[config.mk]
export PLATFORM = sky130hd
export DESIGN_NAME = dmem_arbiter
export DESIGN_NICKNAME = d
export VERILOG_FILES = /design/src/rtl/dmem_arbiter.sv
export SDC_FILE = /design/constraint.sdc
export NUM_CORES = 1
export LEC_CHECK = 0
export ABC_AREA = 1
export CORE_ASPECT_RATIO = 0.8
export CORE_MARGIN = 1
export CORE_UTILIZATION = 43
export DETAILED_ROUTE_END_ITERATION = 6
export PLACE_DENSITY = 0.87
export SLEW_MARGIN = 20
export SYNTH_ARGS = -nofsm -noshare
export SYNTH_HDL_FRONTEND = slang
export SYNTH_SLANG_ARGS = --single-unit
[constraint.sdc]
create_clock -name clk -period 2.25 [get_ports clk]
set_input_delay 0.45 -clock clk [delete_from_list [all_inputs] [get_ports clk]]
set_output_delay 0.45 -clock clk [all_outputs]
set_load 0.05 [all_outputs]
[src/rtl/dmem_arbiter.sv]
// Round-robin two-requester front end for a single-port word memory.
// Sub-word stores become read-modify-write; sub-word loads are extracted and extended.
module dmem_arbiter #(
    parameter int ADDR_W = 32,
    parameter int DATA_W = 32
) (
    input  logic              clk,
    input  logic              rst_n,
    input  logic              m0_req,
    input  logic              m0_we,
    input  logic [1:0]        m0_size,
    input  logic              m0_uns,
    input  logic [ADDR_W-1:0] m0_addr,
    input  logic [DATA_W-1:0] m0_wdata,
    input  logic              m1_req,
    input  logic              m1_we,
    input  logic [1:0]        m1_size,
    input  logic              m1_uns,
    input  logic [ADDR_W-1:0] m1_addr,
    input  logic [DATA_W-1:0] m1_wdata,
    output logic              m0_gnt,
    output logic              m1_gnt,
    output logic              m0_done,
    output logic              m1_done,
    output logic [DATA_W-1:0] rdata,
    output logic              err,
    output logic [ADDR_W-1:0] mem_A,
    output logic [DATA_W-1:0] mem_WD,
    output logic              mem_WE,
    input  logic [DATA_W-1:0] mem_RD
);

    localparam logic [1:0] StIdle  = 2'd0;
    localparam logic [1:0] StRead  = 2'd1;
    localparam logic [1:0] StWrite = 2'd2;
    localparam logic [1:0] StResp  = 2'd3;

    logic [1:0]        state_q;
    logic              last_grant_q;
    logic              win_q;
    logic              we_q;
    logic [1:0]        size_q;
    logic              uns_q;
    logic [ADDR_W-1:0] addr_q;
    logic [DATA_W-1:0] wdata_q;
    logic [DATA_W-1:0] buf_q;
    logic              err_q;
    logic [1:0]        gnt_q;

    logic              pick;
    logic              sel_we;
    logic [1:0]        sel_size;
    logic              sel_uns;
    logic [ADDR_W-1:0] sel_addr;
    logic [DATA_W-1:0] sel_wdata;
    logic              sel_err;

    // With both requesting, the requester that did not win last time goes next.
    always_comb begin
        pick      = (m0_req && m1_req) ? ~last_grant_q : m1_req;
        sel_we    = pick ? m1_we    : m0_we;
        sel_size  = pick ? m1_size  : m0_size;
        sel_uns   = pick ? m1_uns   : m0_uns;
        sel_addr  = pick ? m1_addr  : m0_addr;
        sel_wdata = pick ? m1_wdata : m0_wdata;
        sel_err   = (sel_size == 2'b11) ||
                    (sel_size == 2'b01 && sel_addr[0]) ||
                    (sel_size == 2'b10 && sel_addr[1:0] != 2'b00);
    end

    always_ff @(posedge clk or negedge rst_n) begin
        if (!rst_n) begin
            state_q      <= StIdle;
            last_grant_q <= 1'b1;
            win_q        <= 1'b0;
            we_q         <= 1'b0;
            size_q       <= 2'b00;
            uns_q        <= 1'b0;
            addr_q       <= '0;
            wdata_q      <= '0;
            buf_q        <= '0;
            err_q        <= 1'b0;
            gnt_q        <= 2'b00;
        end else begin
            gnt_q <= 2'b00;
            unique case (state_q)
                StIdle: begin
                    if (m0_req || m1_req) begin
                        win_q        <= pick;
                        last_grant_q <= pick;
                        gnt_q        <= pick ? 2'b10 : 2'b01;
                        we_q         <= sel_we;
                        size_q       <= sel_size;
                        uns_q        <= sel_uns;
                        addr_q       <= sel_addr;
                        wdata_q      <= sel_wdata;
                        err_q        <= sel_err;
                        if (sel_err) begin
                            state_q <= StResp;
                        end else if (sel_we && sel_size == 2'b10) begin
                            state_q <= StWrite;
                        end else begin
                            state_q <= StRead;
                        end
                    end
                end
                StRead: begin
                    buf_q   <= mem_RD;
                    state_q <= we_q ? StWrite : StResp;
                end
                StWrite: state_q <= StResp;
                StResp:  state_q <= StIdle;
                default: state_q <= StIdle;
            endcase
        end
    end

    logic [7:0]        byte_v;
    logic [15:0]       half_v;
    logic [DATA_W-1:0] ext_v;
    logic [DATA_W-1:0] merged;

    always_comb begin
        unique case (addr_q[1:0])
            2'd0: byte_v = buf_q[7:0];
            2'd1: byte_v = buf_q[15:8];
            2'd2: byte_v = buf_q[23:16];
            default: byte_v = buf_q[31:24];
        endcase
        half_v = addr_q[1] ? buf_q[31:16] : buf_q[15:0];

        unique case (size_q)
            2'b00:   ext_v = uns_q ? {24'h0, byte_v} : {{24{byte_v[7]}}, byte_v};
            2'b01:   ext_v = uns_q ? {16'h0, half_v} : {{16{half_v[15]}}, half_v};
            default: ext_v = buf_q;
        endcase

        // Replace only the addressed lane of the word read back in StRead.
        merged = buf_q;
        if (size_q == 2'b00) begin
            unique case (addr_q[1:0])
                2'd0: merged[7:0]   = wdata_q[7:0];
                2'd1: merged[15:8]  = wdata_q[7:0];
                2'd2: merged[23:16] = wdata_q[7:0];
                default: merged[31:24] = wdata_q[7:0];
            endcase
        end else if (addr_q[1]) begin
            merged[31:16] = wdata_q[15:0];
        end else begin
            merged[15:0] = wdata_q[15:0];
        end
    end

    always_comb begin
        mem_A   = {addr_q[ADDR_W-1:2], 2'b00};
        mem_WE  = (state_q == StWrite);
        mem_WD  = '0;
        if (state_q == StWrite) begin
            mem_WD = (size_q == 2'b10) ? wdata_q : merged;
        end
        m0_gnt  = gnt_q[0];
        m1_gnt  = gnt_q[1];
        m0_done = (state_q == StResp) && !win_q;
        m1_done = (state_q == StResp) && win_q;
        err     = (state_q == StResp) && err_q;
        rdata   = ((state_q == StResp) && !we_q && !err_q) ? ext_v : '0;
    end

endmodule

==> reports/qor.csv, run 1 <==
stage,metric,value,unit
worst_setup_path,Reg2Reg Depth,8,
sta,setup TNS,-13.06,ns
layout,ant diodes,0,
layout,share of layout cells above drive strength 1,27.6,%
worst_setup_path,"Arr. time, crit path",2.22,ns
run_status,status,"finished, violations left",
worst_setup_path,RR Endpoint,wdata_q[8],
drt,drt drc,14,
worst_setup_path,CP Data Required Time,1.80,ns
grt,vias in the first global route,7378,
sta,Final period util,119,%
drt,Avg Vias per Cell,5.85,
sta,RSZ-0062 raised after global routing,yes,
synth,dominant synthesized flop cell,dfrtp_1,
synth,ys async rst share,100,%
clock_network,Inserted Clock Buffers,9,
sta,Slew headroom,65.2,%
clock_network,Clock transition at path regs,0.07,ns
worst_setup_path,Critical Path Sink Type,output pin,
floorplan,die span in y,112,µm
clock_network,CTS tree,done,
layout,Area Growth Syn to Fin,77.8,%
sta,Fmax,374,MHz
drt,wire per inst,20.9,µm
drt,"antenna viol nets, final",0,
run,Max Cap Viol,0,
synth,synthesized area,6460,µm²
drt,1st-pass router iterations,7,
sta,worst clock skew,0.00603,ns
layout,FILL cells,872,
floorplan,top-level I/O count,274,
layout,Final #Nets,1360,
sta,Final Max Slew Viols,0,
run_status,violated checks,"DRC, setup timing",
sta,Final WS setup,-0.424,ns
synth,top cell type's share of synthesized area,41.1,%
worst_setup_path,Critical Path Source Type,flop,
synth,"Seq/Total Area, Yosys",41.5,%
clock_network,clk_lat worst skew,0.36,ns
synth,Netlist cell types,36,
power_and_ir_drop,Pwr per Cell Area,1680,nW/µm²
floorplan,Starting Density,44.7,%
worst_setup_path,CP Max Fanout,8,
clock_network,clock sinks,107,
clock_network,depth of the CTS H-tree,3,
synth,"EDFF count, synth",0,
hold_path,Worst Hold Path EP,last_grant_q,
layout,Post-Layout Cell Count,1373,
power_and_ir_drop,total power draw,0.0193,W
power_and_ir_drop,Clock power frac,8.1,%
hold_path,Hold Path Depth,2,
worst_setup_path,Crit path largest cell delay,0.53,ns
grt,total gr overflow,0,
floorplan,Core Rows,39,
worst_setup_path,FF-to-FF setup slack,0.11,ns
floorplan,core area,14400,µm²
worst_setup_path,"Slowest-stage cell, CP",dfrtp_2,
power_and_ir_drop,P_sw,0.0104,W
place,post-DP HPWL,18.6,mm
synth,Cells after Synth,905,
sta,Period minus WS final,2.67,ns
place,dpl ws,-0.0185,ns
worst_setup_path,crit-path cells,buf_6 -> nand2_1 -> nand3_2 -> nand3_4 -> nand2_4 -> nand3_4 -> clkbuf_16 -> nor2_4 -> buf_12,
sta,Tightest Pin Transition,0.521,ns
place,Buffers on Ports,271,
power_and_ir_drop,Internal,0.00887,W
power_and_ir_drop,switching share of power,53.9,%
floorplan,Die ar.,15500,µm²
power_and_ir_drop,leakage power,4.87,nW
sta,"Hold Vio Cnt, Final",0,
worst_setup_path,R2R Path Start,state_q[1],
grt,largest net degree at the start of global routing,47,
sta,hold_ws,0.465,ns
power_and_ir_drop,worst vdd ir,0.834,mV
hold_path,worst hold start,last_grant_q,
synth,Synth warnings,0,
drt,Iteration-0 DRC Markers,985,
grt,first-pass GRT wire length,39.8,mm
place,GPL Wtd Cong,0.994,
clock_network,Longest Clk Path Bufs,2,
sta,# setup viols final,64,
power_and_ir_drop,Comb pwr share,70.8,%
power_and_ir_drop,Seq pwr share,21.0,%
synth,synth top area cells,"dfrtp_1 (41%), nand2_1 (14%), o21ai_0 (11%)",
grt,initial antenna violation count,0,
drt,final WL,28.7,mm
drt,routed vias,8037,
synth,Synth area leader,dfrtp_1,
floorplan,die width,139,µm
clock_network,Root Buffer Master,clkbuf_16,
worst_setup_path,Most common cell on crit path,nand3_4,
place,Cells after DPL,1316,
hold_path,worst hold path type,reg2reg,
synth,Post-Synthesis Mean Instance Area,7.13,µm²
worst_setup_path,CP Class,reg2out,
grt,All-Layer GR Usage,33.2,%
synth,Yosys reg bits,107,
==> cell usage after synthesis, types with 4 or more instances <==
cell,instances
buf_2,20
nand2_1,249
o211ai_1,6
clkbuf_1,24
nor2_2,14
inv_2,4
ha_1,4
a21oi_1,54
o21ai_1,4
a211oi_1,6
nand3_1,48
nor3_1,5
dfrtp_1,106
nor2_1,70
o22ai_1,16
buf_6,5
o21ai_0,139
buf_4,33
inv_1,68
a32oi_1,5
==> registers in the layout, indices dropped and copies added, names as in the netlist <==
name / cells
wdata_q: 32
addr_q: 32
buf_q: 32
uns_q: 1
size_q: 2
we_q: 1
win_q: 1
gnt_q: 2
last_grant_q: 1
state_q: 2
err_q: 1
==> critical path: cells and delay by family, from the launching register on <==
family                 cells  cell delay [ns]
flip-flops                 1             0.53
buffers and inverters      3             0.51
AND/OR/NAND/NOR            6             0.80
==> layout by cell type (no fill, tap or decap), types with 10 or more instances in the layout <==
cell type | netlist | layout
a21oi_2 | 0 | 37
a21oi_4 | 1 | 12
buf_12 | 0 | 68
buf_4 | 33 | 51
buf_6 | 5 | 23
clkbuf_16 | 0 | 10
clkdlybuf4s50_1 | 0 | 202
dfrtp_1 | 106 | 102
inv_1 | 68 | 57
nand2_1 | 249 | 236
nand2_4 | 1 | 10
nand3_1 | 48 | 44
nor2_1 | 70 | 59
nor2_4 | 0 | 22
o21ai_0 | 139 | 100
o21ai_1 | 4 | 15
o21ai_2 | 0 | 22
o22ai_1 | 16 | 12
==> through the flow <==
stage | area [µm²] | utilization (%)
2_1_floorplan | 6670 | -
4_1_cts | 10800 | 75.0
6_report | 11500 | 79.5
5_1_grt | 11500 | 79.5
3_5_place_dp | 10000 | 69.5
3_3_place_gp | 10000 | 69.5
==> logic make-up (layout without fill, tap and decap cells) <==
| logic type | count (synthesis) | in the layout | share of synthesized area [%] |
|---|---|---|---|
| and+or+nand+nor | 394 | 394 | 25.3 |
| DFF | 107 | 107 | 41.5 |
| other | 1 | 2 | 0.0581 |
| adders and majority gates | 4 | 4 | 0.775 |
| buffers and inverters | 160 | 443 | 12.2 |
| AOI/OAI and AO/OA | 239 | 239 | 20.1 |
==> layout make-up <==
type	instances	area (µm²)	share of cell area, %
Clock buffer	10	229	1.99
Clock inverter	6	50.0	0.436
Inverter	75	315	2.75
Multi-Input combinational cell	639	3830	33.3
Sequential cell	107	2680	23.4
Tap cell	184	230	2.01
Timing Repair Buffer	351	4140	36.0
Timing Repair inverter	1	7.51	0.0654
==> how the worst max path moves through the flow <==
stage               slack [ns]          to       start  depth (start not counted)
finish                   -0.42   rdata[26]   addr_q[1]                          9
global route             -0.51   rdata[26]   addr_q[1]                          9
CTS                      -0.12   rdata[28]   size_q[1]                          9
detailed placement       -0.02   rdata[17]   size_q[1]                          8
global placement          0.05  mem_WD[19]   addr_q[1]                          5
floorplan                -0.21    rdata[0]  state_q[1]                          6
==> metal layers <==
layer	vias to the layer above	global-route usage, %	part of all wire (%)
met2	639	52.3	45
met4	0	15.4	6.5
li1	3497	-	-
met1	3715	43.1	37
met5	-	0	0
met3	186	8.17	11
==> power groups by stage <==
stage | Combinational [W] | Clock, W | Sequential, W
6_report | 0.0136 | 0.00156 | 0.00405
5_1_grt | 0.0143 | 0.00165 | 0.00410
4_1_cts | 0.0119 | 0.00157 | 0.00383
3_5_place_dp | 0.0110 | 0 | 0.00381
3_3_place_gp | 0.0108 | 0 | 0.00379
2_1_floorplan | 0.00726 | 0 | 0.00343
==> what timing repair did <==
item                                   in CTS  in global routing
cloned                                      0                  2
hold buffers                                1                  0
setup buffers                              20                 20
setup endpoints to repair                  64                 64
resized for setup                         103                134
pin swaps                                  16                 27
endpoints found under the hold margin       6                  0
Note: power is estimated with default switching activity, not from simulation.
==> run 2: changes to the inputs <==
--- a/config.mk
+++ b/config.mk
@@ -7,8 +7,9 @@
 export LEC_CHECK = 0
 export ABC_AREA = 1
 export CORE_ASPECT_RATIO = 0.8
-export CORE_MARGIN = 1
+export CORE_MARGIN = 5
 export CORE_UTILIZATION = 43
+export CTS_BUF_LIST = sky130_fd_sc_hd__clkbuf_16
 export DETAILED_ROUTE_END_ITERATION = 6
 export PLACE_DENSITY = 0.87
 export SLEW_MARGIN = 20
==> constraint.sdc (replaced) <==
create_clock -name clk -period 2.85 [get_ports clk]
set_input_delay 0.57 -clock clk [delete_from_list [all_inputs] [get_ports clk]]
set_output_delay 0.57 -clock clk [all_outputs]
set_load 0.05 [all_outputs]
==> reports/qor.csv, run 2 (same netlist as run 1, synthesis figures left out) <==
stage,metric,value,unit
worst_setup_path,CP Max Fanout,11,
worst_setup_path,Critical Path Source Type,flop,
worst_setup_path,crit path buf inv count,4,
worst_setup_path,"delay-heaviest family, CP",buffers and inverters,
worst_setup_path,CP Data Required Time,2.28,ns
grt,initial antenna violation count,0,
place,Cells after DPL,1300,
sta,Fmax,359,MHz
sta,Final Max Slew Viols,0,
layout,Area Growth Syn to Fin,56.6,%
power_and_ir_drop,Comb pwr share,66.1,%
clock_network,CTS Hold Bufs,0,
place,dpl ws,0.230,ns
place,GPL Wtd Cong,0.960,
hold_path,worst hold path type,in2async,
layout,Final #Nets,1300,
sta,Final WS setup,0.0619,ns
drt,drt drc,0,
floorplan,top-level I/O count,274,
power_and_ir_drop,Pwr per Cell Area,1260,nW/µm²
worst_setup_path,Crit path largest cell delay,0.44,ns
sta,Tightest Pin Transition,0.559,ns
grt,largest net degree at the start of global routing,61,
drt,Iteration-0 DRC Markers,698,
power_and_ir_drop,worst vdd ir,0.711,mV
place,Buffers on Ports,271,
sta,Slew headroom,62.7,%
sta,Final period util,97.8,%
floorplan,Core Rows,40,
clock_network,CTS tree,done,
run_status,status,"finished, final reports clean",
worst_setup_path,"Arr. time, crit path",2.22,ns
place,post-DP HPWL,19.1,mm
layout,largest registers,"addr_q x32, buf_q x32, wdata_q x32",
worst_setup_path,Most common cell on crit path,inv_1,
power_and_ir_drop,total power draw,0.0127,W
grt,All-Layer GR Usage,26.8,%
layout,"most common cell after layout, fill and taps aside",nand2_1,
floorplan,die span in y,120,µm
worst_setup_path,crit-path cells,ha_1 -> inv_1 -> nor3_1 -> buf_4 -> inv_1 -> a21oi_1 -> buf_12,
drt,"antenna viol nets, final",0,
sta,RSZ-0062 raised after global routing,yes,
power_and_ir_drop,Seq pwr share,24.0,%
grt,vias in the first global route,6894,
clock_network,Clock transition at path regs,0.07,ns
worst_setup_path,CP Class,reg2out,
clock_network,Longest Clk Path Bufs,2,
layout,most frequent cells in the layout,"nand2_1 (248), clkdlybuf4s50_1 (205), o21ai_0 (139), dfrtp_1 (104)",
clock_network,Inserted Clock Buffers,9,
power_and_ir_drop,Clock power frac,9.9,%
layout,ant diodes,0,
drt,wire per inst,18.5,µm
floorplan,Starting Density,43.4,%
sta,worst clock skew,0.00467,ns
sta,hold_ws,0.0774,ns
worst_setup_path,Critical Path Sink Type,output pin,
clock_network,depth of the CTS H-tree,3,
clock_network,Root Buffer Master,clkbuf_16,
power_and_ir_drop,switching share of power,52.3,%
sta,Period minus WS final,2.79,ns
floorplan,die width,147,µm
drt,Avg Vias per Cell,5.39,
clock_network,clk_lat worst skew,0.35,ns
worst_setup_path,"Slowest-stage cell, CP",dfrtp_1,
grt,first-pass GRT wire length,37.4,mm
drt,routed vias,7107,
drt,final WL,24.4,mm
run,Max Cap Viol,0,
floorplan,Die ar.,17600,µm²
layout,share of layout cells above drive strength 1,13.0,%
grt,total gr overflow,0,
layout,Post-Layout Cell Count,1318,
floorplan,core area,14900,µm²
clock_network,clock sinks,107,
sta,# setup viols final,0,
power_and_ir_drop,Internal,0.00607,W
power_and_ir_drop,leakage power,4.45,nW
layout,FILL cells,1176,
sta,"Hold Vio Cnt, Final",0,
power_and_ir_drop,P_sw,0.00667,W
drt,1st-pass router iterations,6,
[run 2: cell count changes in the layout (fill, tap and decap cells not counted), moves of 11 or more]
| cell | previous run | this run |
|---|---|---|
| a21oi_1 | 6 | 50 |
| o21ai_0 | 100 | 139 |
| a21oi_2 | 37 | 4 |
| buf_4 | 51 | 19 |
| buf_6 | 23 | 0 |
| o21ai_2 | 22 | 0 |
| nor2_4 | 22 | 1 |
| nor2_2 | 3 | 20 |
| nand2_1 | 236 | 248 |
| a21oi_4 | 12 | 1 |
| inv_1 | 57 | 68 |
| o21ai_1 | 15 | 4 |
[run 2: repair_timing]
action / CTS / global route
endpoints found under the setup margin: 19 / 32
buffers inserted: 0 / 2
resized for setup: 3 / 14
[run 2: worst register-to-register path: cells and delay by family (launching register included)]
kind | cells | cell delay [ns]
flip-flops | 1 | 0.44
buffers and inverters | 3 | 0.60
AO/OA/AOI/OAI | 2 | 0.43
adder cells (fa/ha/maj) | 1 | 0.23
AND/OR/NAND/NOR | 1 | 0.18
[run 2: path summary, 6_finish.rpt]
path / start / to / slack [ns] / cells after the start
hold reg to reg: last_grant_q / last_grant_q / 0.48 / 2
setup / recovery: state_q[1] / rdata[3] / 0.06 / 7
max in group asynchronous: rst_n / size_q[1] / 1.97 / 2
min in group clk: last_grant_q / last_grant_q / 0.48 / 2
hold / removal: rst_n / addr_q[23] / 0.08 / 1
setup reg to reg: state_q[1] / wdata_q[26] / 0.87 / 7
[run 2: layout make-up]
type	instances	area (µm²)	share of cell area (%)
inverter	75	284	2.81
timing repair buffer	292	3560	35.2
clock buffer	9	225	2.23
sequential	107	2680	26.5
multi-input combinational	639	3060	30.3
tap	189	236	2.34
clock inverter	7	67.6	0.668
[run 2: stage by stage]
step	area, µm²	utilization, %	TNS [ns]
after floorplan	6480	-	0
after global placement	9740	65.5	0
after detailed placement	9740	65.5	0
after CTS	10000	67.5	-0.0594
after global routing	10100	68.0	-0.0565
final	10100	68.0	0
[run 2: layer usage]
layer  up-vias  wire, µm  GRT usage (%)
li1       3375         -              -
met1      3293      9690           33.7
met2       389     11600           44.5
met3        50      2490           8.64
met4         0       684           7.45
met5         -         0              0
[run 2: power groups by stage]
stage / Combinational, W / Sequential [W] / Clock, W
floorplan: 0.00541 / 0.00271 / 0
global placement: 0.00812 / 0.00300 / 0
detailed placement: 0.00828 / 0.00301 / 0
CTS: 0.00831 / 0.00301 / 0.00129
global route: 0.00900 / 0.00312 / 0.00134
finish: 0.00842 / 0.00305 / 0.00126
